$ cat src/rtl/puzzle3_bank_sched.sv
// rtl/puzzle3_bank_sched.sv - byte-stream line buffer and digit-burst sequencer for the bank-maximum datapath
module puzzle3_bank_sched #(
   parameter int MAX_BANK_LEN = 128,
   parameter int LEN_W        = $clog2(MAX_BANK_LEN + 1),
   parameter int CNT_W        = 16
) (
   input  logic             clk,
   input  logic             rst,
   input  logic             in_valid,
   output logic             in_ready,
   input  logic [7:0]       in_byte,
   input  logic             in_last,
   output logic [3:0]       dig_data,
   output logic             dig_wr_en,
   output logic             dig_bank_end,
   output logic             dp_en,
   output logic [CNT_W-1:0] bank_count,
   output logic             busy,
   output logic             done,
   output logic             err
);

   localparam int AW = (MAX_BANK_LEN > 1) ? $clog2(MAX_BANK_LEN) : 1;
   localparam logic [LEN_W-1:0] MAX_L = LEN_W'(MAX_BANK_LEN);

   localparam logic [2:0] S_FILL   = 3'd0;
   localparam logic [2:0] S_DRAIN  = 3'd1;
   localparam logic [2:0] S_COMMIT = 3'd2;
   localparam logic [2:0] S_DONE   = 3'd3;
   localparam logic [2:0] S_ERR    = 3'd4;

   logic [3:0]       mem_q [MAX_BANK_LEN];
   logic [2:0]       state_q, state_d;
   logic [LEN_W-1:0] len_q, len_d, len_n;
   logic [LEN_W-1:0] rd_ptr_q, rd_ptr_d;
   logic             eof_q, eof_d;
   logic [CNT_W-1:0] count_q, count_d;
   logic             in_ready_q, dig_wr_en_q, dig_bank_end_q, dp_en_q, busy_q, done_q, err_q;
   logic [3:0]       dig_data_q, dig_data_d;
   logic             xfer, is_digit, is_lf, is_cr, bad, store;

   assign xfer     = in_valid & in_ready_q;
   assign is_digit = (in_byte >= 8'h30) && (in_byte <= 8'h39);
   assign is_lf    = (in_byte == 8'h0A);
   assign is_cr    = (in_byte == 8'h0D);

   always_comb begin
      state_d  = state_q;
      len_d    = len_q;
      rd_ptr_d = rd_ptr_q;
      eof_d    = eof_q;
      count_d  = count_q;
      len_n    = len_q;
      bad      = 1'b0;
      store    = 1'b0;
      case (state_q)
         S_FILL: begin
            if (xfer) begin
               if (is_digit) begin
                  if (len_q == MAX_L) begin
                     bad = 1'b1;
                  end else begin
                     store = 1'b1;
                     len_n = len_q + LEN_W'(1);
                  end
               end else if (!is_cr && !is_lf) begin
                  bad = 1'b1;
               end
               if (in_last) eof_d = 1'b1;
               len_d = len_n;
               // in_last closes the current line exactly as a newline would
               if (bad) begin
                  state_d = S_ERR;
               end else if (is_lf || in_last) begin
                  if (len_n == '0)
                     state_d = in_last ? S_DONE : S_FILL;
                  else if (len_n == LEN_W'(1))
                     state_d = S_ERR;
                  else
                     state_d = S_DRAIN;
               end
            end
         end
         S_DRAIN: begin
            if (rd_ptr_q == len_q - LEN_W'(1)) begin
               state_d  = S_COMMIT;
               rd_ptr_d = '0;
            end else begin
               rd_ptr_d = rd_ptr_q + LEN_W'(1);
            end
         end
         S_COMMIT: begin
            count_d  = count_q + CNT_W'(1);
            len_d    = '0;
            rd_ptr_d = '0;
            state_d  = eof_q ? S_DONE : S_FILL;
         end
         default: state_d = state_q;
      endcase
   end

   // Outputs are decoded from the next state so they register alongside it
   always_comb begin
      dig_data_d = 4'd0;
      if (state_d == S_DRAIN) dig_data_d = mem_q[rd_ptr_d[AW-1:0]];
   end

   always_ff @(posedge clk) begin
      if (store) mem_q[len_q[AW-1:0]] <= in_byte[3:0];
   end

   always_ff @(posedge clk) begin
      if (rst) begin
         state_q        <= S_FILL;
         len_q          <= '0;
         rd_ptr_q       <= '0;
         eof_q          <= 1'b0;
         count_q        <= '0;
         in_ready_q     <= 1'b1;
         dig_data_q     <= 4'd0;
         dig_wr_en_q    <= 1'b0;
         dig_bank_end_q <= 1'b0;
         dp_en_q        <= 1'b0;
         busy_q         <= 1'b0;
         done_q         <= 1'b0;
         err_q          <= 1'b0;
      end else begin
         state_q        <= state_d;
         len_q          <= len_d;
         rd_ptr_q       <= rd_ptr_d;
         eof_q          <= eof_d;
         count_q        <= count_d;
         in_ready_q     <= (state_d == S_FILL);
         dig_data_q     <= dig_data_d;
         dig_wr_en_q    <= (state_d == S_DRAIN);
         dig_bank_end_q <= (state_d == S_DRAIN) && (rd_ptr_d == len_d - LEN_W'(1));
         dp_en_q        <= (state_d == S_DRAIN) || (state_d == S_COMMIT);
         busy_q         <= (state_d == S_DRAIN) || (state_d == S_COMMIT);
         done_q         <= (state_d == S_DONE);
         err_q          <= (state_d == S_ERR);
      end
   end

   assign in_ready     = in_ready_q;
   assign dig_data     = dig_data_q;
   assign dig_wr_en    = dig_wr_en_q;
   assign dig_bank_end = dig_bank_end_q;
   assign dp_en        = dp_en_q;
   assign bank_count   = count_q;
   assign busy         = busy_q;
   assign done         = done_q;
   assign err          = err_q;

endmodule

$ cat config.mk
export PLATFORM = sky130hd
export DESIGN_NAME = puzzle3_bank_sched
export DESIGN_NICKNAME = d
export VERILOG_FILES = /design/src/rtl/puzzle3_bank_sched.sv
export SDC_FILE = /design/constraint.sdc
export NUM_CORES = 1
export LEC_CHECK = 0
export ABC_CLOCK_PERIOD_IN_PS = 8800
export CORE_UTILIZATION = 60
export DETAILED_ROUTE_END_ITERATION = 8
export PLACE_DENSITY = 0.79
export SETUP_SLACK_MARGIN = 0.15
export SLEW_MARGIN = 20
export SYNTH_ARGS = -nofsm -noshare
export SYNTH_HDL_FRONTEND = slang
export SYNTH_SLANG_ARGS = --single-unit
$ cat constraint.sdc
create_clock -name clk -period 8.8 [get_ports clk]
set_input_delay 1.76 -clock clk [delete_from_list [all_inputs] [get_ports clk]]
set_output_delay 1.76 -clock clk [all_outputs]
set_load 0.05 [all_outputs]
==> impl_metrics.csv <==
group,metric,value,unit
global_routing,grt_pass1_wl,91200,um
synth,synth.yosys.seq_area_share,0.678,
detailed_routing,num_vias,15900,
clock_network,ctsHoldBuffers,0,
detailed_routing,routed_wl,59200,um
clock_network,cts_max_path_buffers,3,
clock_network,clock-root-buffer,"sky130_fd_sc_hd__clkbuf_16",
global_routing,grt_overflow_total,0,
sta,totalNegativeSetupSlack,0,ns
critical_path,worst_setup_path_end_kind,"register",
sta,rsz0062_at_grt,"false",
clock_network,clock_latency_reported_for_the_late_side_of_the_worst_skew_pair,0.61,ns
synth,postSynth.topFlopCell,"sky130_fd_sc_hd__edfxtp_1",
critical_path,crit_type,"reg2reg",
critical_path,regToRegStartpoint,"len_q[2]$_SDFF_PP0_",
finish,design.final.nets,1943,
critical_path,critical_path_peak_fanout,65,
critical_path,critical-path-slowest-cell,"sky130_fd_sc_hd__or3_1",
synth,synth_cell_types,75,
clock_network,cts.clk_slew.worst_paths,0.06,ns
synth,ys_async_sr_fraction,0,
critical_path,timing.critical_path.from,"len_q[2]$_SDFF_PP0_",
clock_network,postCtsResizedCells,0,
synth,synthesis.nets,1944,
detailed_routing,post_drt_wl_per_cell,23.8,um
pwr,power.leakage,9.45,nW
place,place_congestion,0.961,
critical_path,crit_path_start_kind,"register",
synth,syn_inst,1927,
floorplan,chipWidth,202,um
critical_path,cp.buffers_inverters,1,
synth,syn_avg_cell_area,12.5,sq um
sta,max_slew_headroom,0.201,
sta,final_period_minus_worst_setup_slack,6.06,ns
finish,stdcell_area,0.0263,sq mm
pwr,pwr_density_cell,196,mW/mm^2
detailed_routing,drtIter0Drc,1913,
global_routing,gr-usage-all-layers,0.294,
worst_hold_path,min-delay-start,"bank_count[14]$_SDFFE_PP0N_",
sta,worst_pin_slew,1.20,ns
global_routing,maximum_number_of_pins_on_one_net_before_global_route_repair,94,
clock_network,cts_sinks,558,
outcome,status,"complete, no violations",
job,max_cap_violations,0,
critical_path,cp_cell_sequence,"or3_1, xnor2_1, a2111oi_2, o311a_1, o21a_4, buf_4, mux2i_1, mux2i_1, mux2i_1, a2111oi_0, a221oi_1, a211oi_1",
sta,final_min_period_over_clock_period,0.689,
finish,fillcell_total,2750,
critical_path,arrival_time_of_the_worst_setup_path,6.56,ns
detailed_routing,post-route-drc-count,0,
synth,synth-edff-count,512,
sta,final.setup_skew,0.0131,ns
worst_hold_path,worst_hold_path_type,"reg2reg",
clock_network,clock_tree_from_tritoncts,"built",
place,placedCellCount,2388,
sta,finalSetupViolations,0,
place,placement.io_buffers,38,
critical_path,cp_data_required_time,9.30,ns
floorplan,initial_core_util,0.615,
clock_network,cts_made_buffers,54,
finish,syn_to_final_growth,9.46,%
floorplan,rows,72,
detailed_routing,vias_per_cell,6.41,
pwr,vdd.ir_drop.worst,0.000132,V
floorplan,io_pins,39,
sta,timing.final.max_slew_violations,0,
floorplan,placeableCoreArea,0.0391,sq mm
detailed_routing,drtPass1Iterations,6,
synth,yosys_warnings,0,
global_routing,first_global_vias,15700,
floorplan,die_height,202,um
global_routing,antenna_found_initial,1,
place,postPlaceCellArea,0.0247,sq mm
finish,final_cells,2485,
sta,clock.fmax,165,MHz
finish,num_antenna_cells,0,
sta,number_of_endpoints_with_negative_hold_slack_in_the_final_report,0,
synth,postSynthRegisterBits,558,
finish,drive_gt1_frac,0.0676,
detailed_routing,final_antenna_net_count,0,
clock_network,cts_post_setup_buffers_inserted,0,
critical_path,cpMostUsedCell,"sky130_fd_sc_hd__mux2i_1",
floorplan,die_area,0.0409,sq mm
synth,netlist_area,0.0241,sq mm
critical_path,timing.critical_path.slowest_cell_delay,0.84,ns
critical_path,critPathTopFamily,"compound AO/OA/AOI/OAI gates",
clock_network,cts-htree-levels,2,
place,place_hpwl,35800,um
-- layout make-up --
| class | instances | area [sq um] | share of cell area |
|---|---|---|---|
| Clock inverter | 25 | 186 | 0.00708 |
| Sequential cell | 558 | 16300 | 0.619 |
| Clock buffer | 72 | 1440 | 0.0547 |
| Timing Repair Buffer | 66 | 593 | 0.0225 |
| Inverter | 28 | 105 | 0.00399 |
| Tap cell | 518 | 648 | 0.0246 |
| Multi-Input combinational cell | 1218 | 7060 | 0.268 |
-- layer usage --
| layer | track usage | vias up | share of wire |
|---|---|---|---|
| li1 | - | 7088 | - |
| met1 | 0.398 | 7733 | 0.39 |
| met2 | 0.468 | 933 | 0.47 |
| met3 | 0.0542 | 177 | 0.10 |
| met4 | 0.127 | 0 | 0.045 |
| met5 | 0 | - | 0 |
-- through the flow --
step / power, mW / utilization / hold WS, ns / setup slack (ns)
3_5_place_dp: 3.05 / 0.632 / 0.499 / 2.92
4_1_cts: 5.18 / 0.673 / 0.512 / 2.89
2_1_floorplan: 2.99 / - / 0.446 / 4.54
5_1_grt: 5.28 / 0.673 / 0.549 / 2.41
6_report: 5.16 / 0.673 / 0.508 / 2.74
3_3_place_gp: 3.04 / 0.632 / 0.467 / 3.14
-- report_power, final --
| group | internal, mW | switching (mW) | total [mW] |
|---|---|---|---|
| sequential | 2.89 | 0.00292 | 2.90 |
| clock | 1.21 | 0.967 | 2.17 |
| combinational | 0.0208 | 0.0742 | 0.0950 |
| total | 4.12 | 1.04 | 5.16 |
-- worst paths after layout --
check	slack, ns	cells past startpoint	to
min reg2reg	0.51	2	bank_count[14]$_SDFFE_PP0N_
max reg2reg	2.74	12	dig_data[1]$_SDFF_PP0_
max	2.74	12	dig_data[1]$_SDFF_PP0_
min	0.51	2	bank_count[14]$_SDFFE_PP0N_
-- flip-flops by register name, indices dropped and copies added (netlist names), 3 cells and up --
signal and count:
mem_q 512, bank_count 16, rd_ptr_q 8, state_q 3, dig_data 4, len_q 8
-- cell usage in the layout, fill, tap and decap left out, types with 11 or more instances in the layout --
cell type                         count
sky130_fd_sc_hd__and3_1              37
sky130_fd_sc_hd__a21oi_1             18
sky130_fd_sc_hd__mux2_2              14
sky130_fd_sc_hd__clkdlybuf4s50_1     34
sky130_fd_sc_hd__dfxtp_1             46
sky130_fd_sc_hd__buf_4               31
sky130_fd_sc_hd__nor2_1             190
sky130_fd_sc_hd__clkinv_1            11
sky130_fd_sc_hd__xnor2_1             21
sky130_fd_sc_hd__nand2_1            359
sky130_fd_sc_hd__clkbuf_16           55
sky130_fd_sc_hd__nor2b_1             11
sky130_fd_sc_hd__nor3_1              14
sky130_fd_sc_hd__o21ai_0             39
sky130_fd_sc_hd__clkbuf_1            17
sky130_fd_sc_hd__a21o_1              12
sky130_fd_sc_hd__mux2i_1            118
sky130_fd_sc_hd__inv_1               28
sky130_fd_sc_hd__a311oi_1            19
sky130_fd_sc_hd__nand4_1             30
sky130_fd_sc_hd__nand3_1            124
sky130_fd_sc_hd__xor2_1              21
sky130_fd_sc_hd__o211ai_1            29
sky130_fd_sc_hd__edfxtp_1           512
-- worst reg2reg max path, cell delays in order (launching register included) --
cell and delay [ns]:
sky130_fd_sc_hd__dfxtp_1 0.77, sky130_fd_sc_hd__or3_1 0.85, sky130_fd_sc_hd__xnor2_1 0.19, sky130_fd_sc_hd__a2111oi_2 0.40, sky130_fd_sc_hd__o311a_1 0.60, sky130_fd_sc_hd__o21a_4 0.69, sky130_fd_sc_hd__buf_4 0.82, sky130_fd_sc_hd__mux2i_1 0.26
sky130_fd_sc_hd__mux2i_1 0.19, sky130_fd_sc_hd__mux2i_1 0.11, sky130_fd_sc_hd__a2111oi_0 0.64, sky130_fd_sc_hd__a221oi_1 0.19, sky130_fd_sc_hd__a211oi_1 0.26
-- logic make-up after synthesis --
family / after synthesis / share of synthesized area
buffers and inverters: 151 / 0.0305
XOR/XNOR: 42 / 0.0153
adder cells (fa/ha/maj): 5 / 0.00260
multiplexers: 132 / 0.0557
flip-flops: 558 / 0.678
AND/OR/NAND/NOR: 819 / 0.151
AO/OA/AOI/OAI: 220 / 0.0670
-- cell usage after synthesis (4+ instances only) --
cell type / n / share of area
sky130_fd_sc_hd__a2111oi_0: 6 / 0.0022
sky130_fd_sc_hd__a211o_1: 4 / 0.0015
sky130_fd_sc_hd__a211oi_1: 7 / 0.0022
sky130_fd_sc_hd__a21o_1: 12 / 0.0037
sky130_fd_sc_hd__a21oi_1: 18 / 0.0037
sky130_fd_sc_hd__a221oi_1: 5 / 0.0018
sky130_fd_sc_hd__a22o_1: 5 / 0.0018
sky130_fd_sc_hd__a311oi_1: 19 / 0.0069
sky130_fd_sc_hd__a31oi_1: 5 / 0.0013
sky130_fd_sc_hd__a32oi_1: 5 / 0.0018
sky130_fd_sc_hd__a41oi_1: 4 / 0.0015
sky130_fd_sc_hd__and2_1: 9 / 0.0023
sky130_fd_sc_hd__and3_1: 37 / 0.0096
sky130_fd_sc_hd__buf_1: 8 / 0.0012
sky130_fd_sc_hd__buf_2: 58 / 0.012
sky130_fd_sc_hd__buf_4: 15 / 0.0047
sky130_fd_sc_hd__buf_6: 5 / 0.0023
sky130_fd_sc_hd__clkbuf_1: 37 / 0.0058
sky130_fd_sc_hd__dfxtp_1: 46 / 0.038
sky130_fd_sc_hd__edfxtp_1: 512 / 0.64
sky130_fd_sc_hd__ha_1: 5 / 0.0026
sky130_fd_sc_hd__inv_1: 28 / 0.0044
sky130_fd_sc_hd__mux2_2: 14 / 0.0066
sky130_fd_sc_hd__mux2i_1: 118 / 0.049
sky130_fd_sc_hd__nand2_1: 359 / 0.056
sky130_fd_sc_hd__nand2b_1: 6 / 0.0016
sky130_fd_sc_hd__nand3_1: 125 / 0.026
sky130_fd_sc_hd__nand4_1: 30 / 0.0078
sky130_fd_sc_hd__nor2_1: 191 / 0.030
sky130_fd_sc_hd__nor2b_1: 11 / 0.0029
sky130_fd_sc_hd__nor3_1: 14 / 0.0029
sky130_fd_sc_hd__nor4_1: 6 / 0.0016
sky130_fd_sc_hd__o211ai_1: 29 / 0.0091
sky130_fd_sc_hd__o21a_1: 7 / 0.0022
sky130_fd_sc_hd__o21ai_0: 39 / 0.0081
sky130_fd_sc_hd__o22a_1: 5 / 0.0018
sky130_fd_sc_hd__o22ai_1: 9 / 0.0023
sky130_fd_sc_hd__o31ai_1: 9 / 0.0028
sky130_fd_sc_hd__or3_1: 8 / 0.0021
sky130_fd_sc_hd__xnor2_1: 21 / 0.0076
sky130_fd_sc_hd__xor2_1: 21 / 0.0076
(Power assumes the default switching activity.)
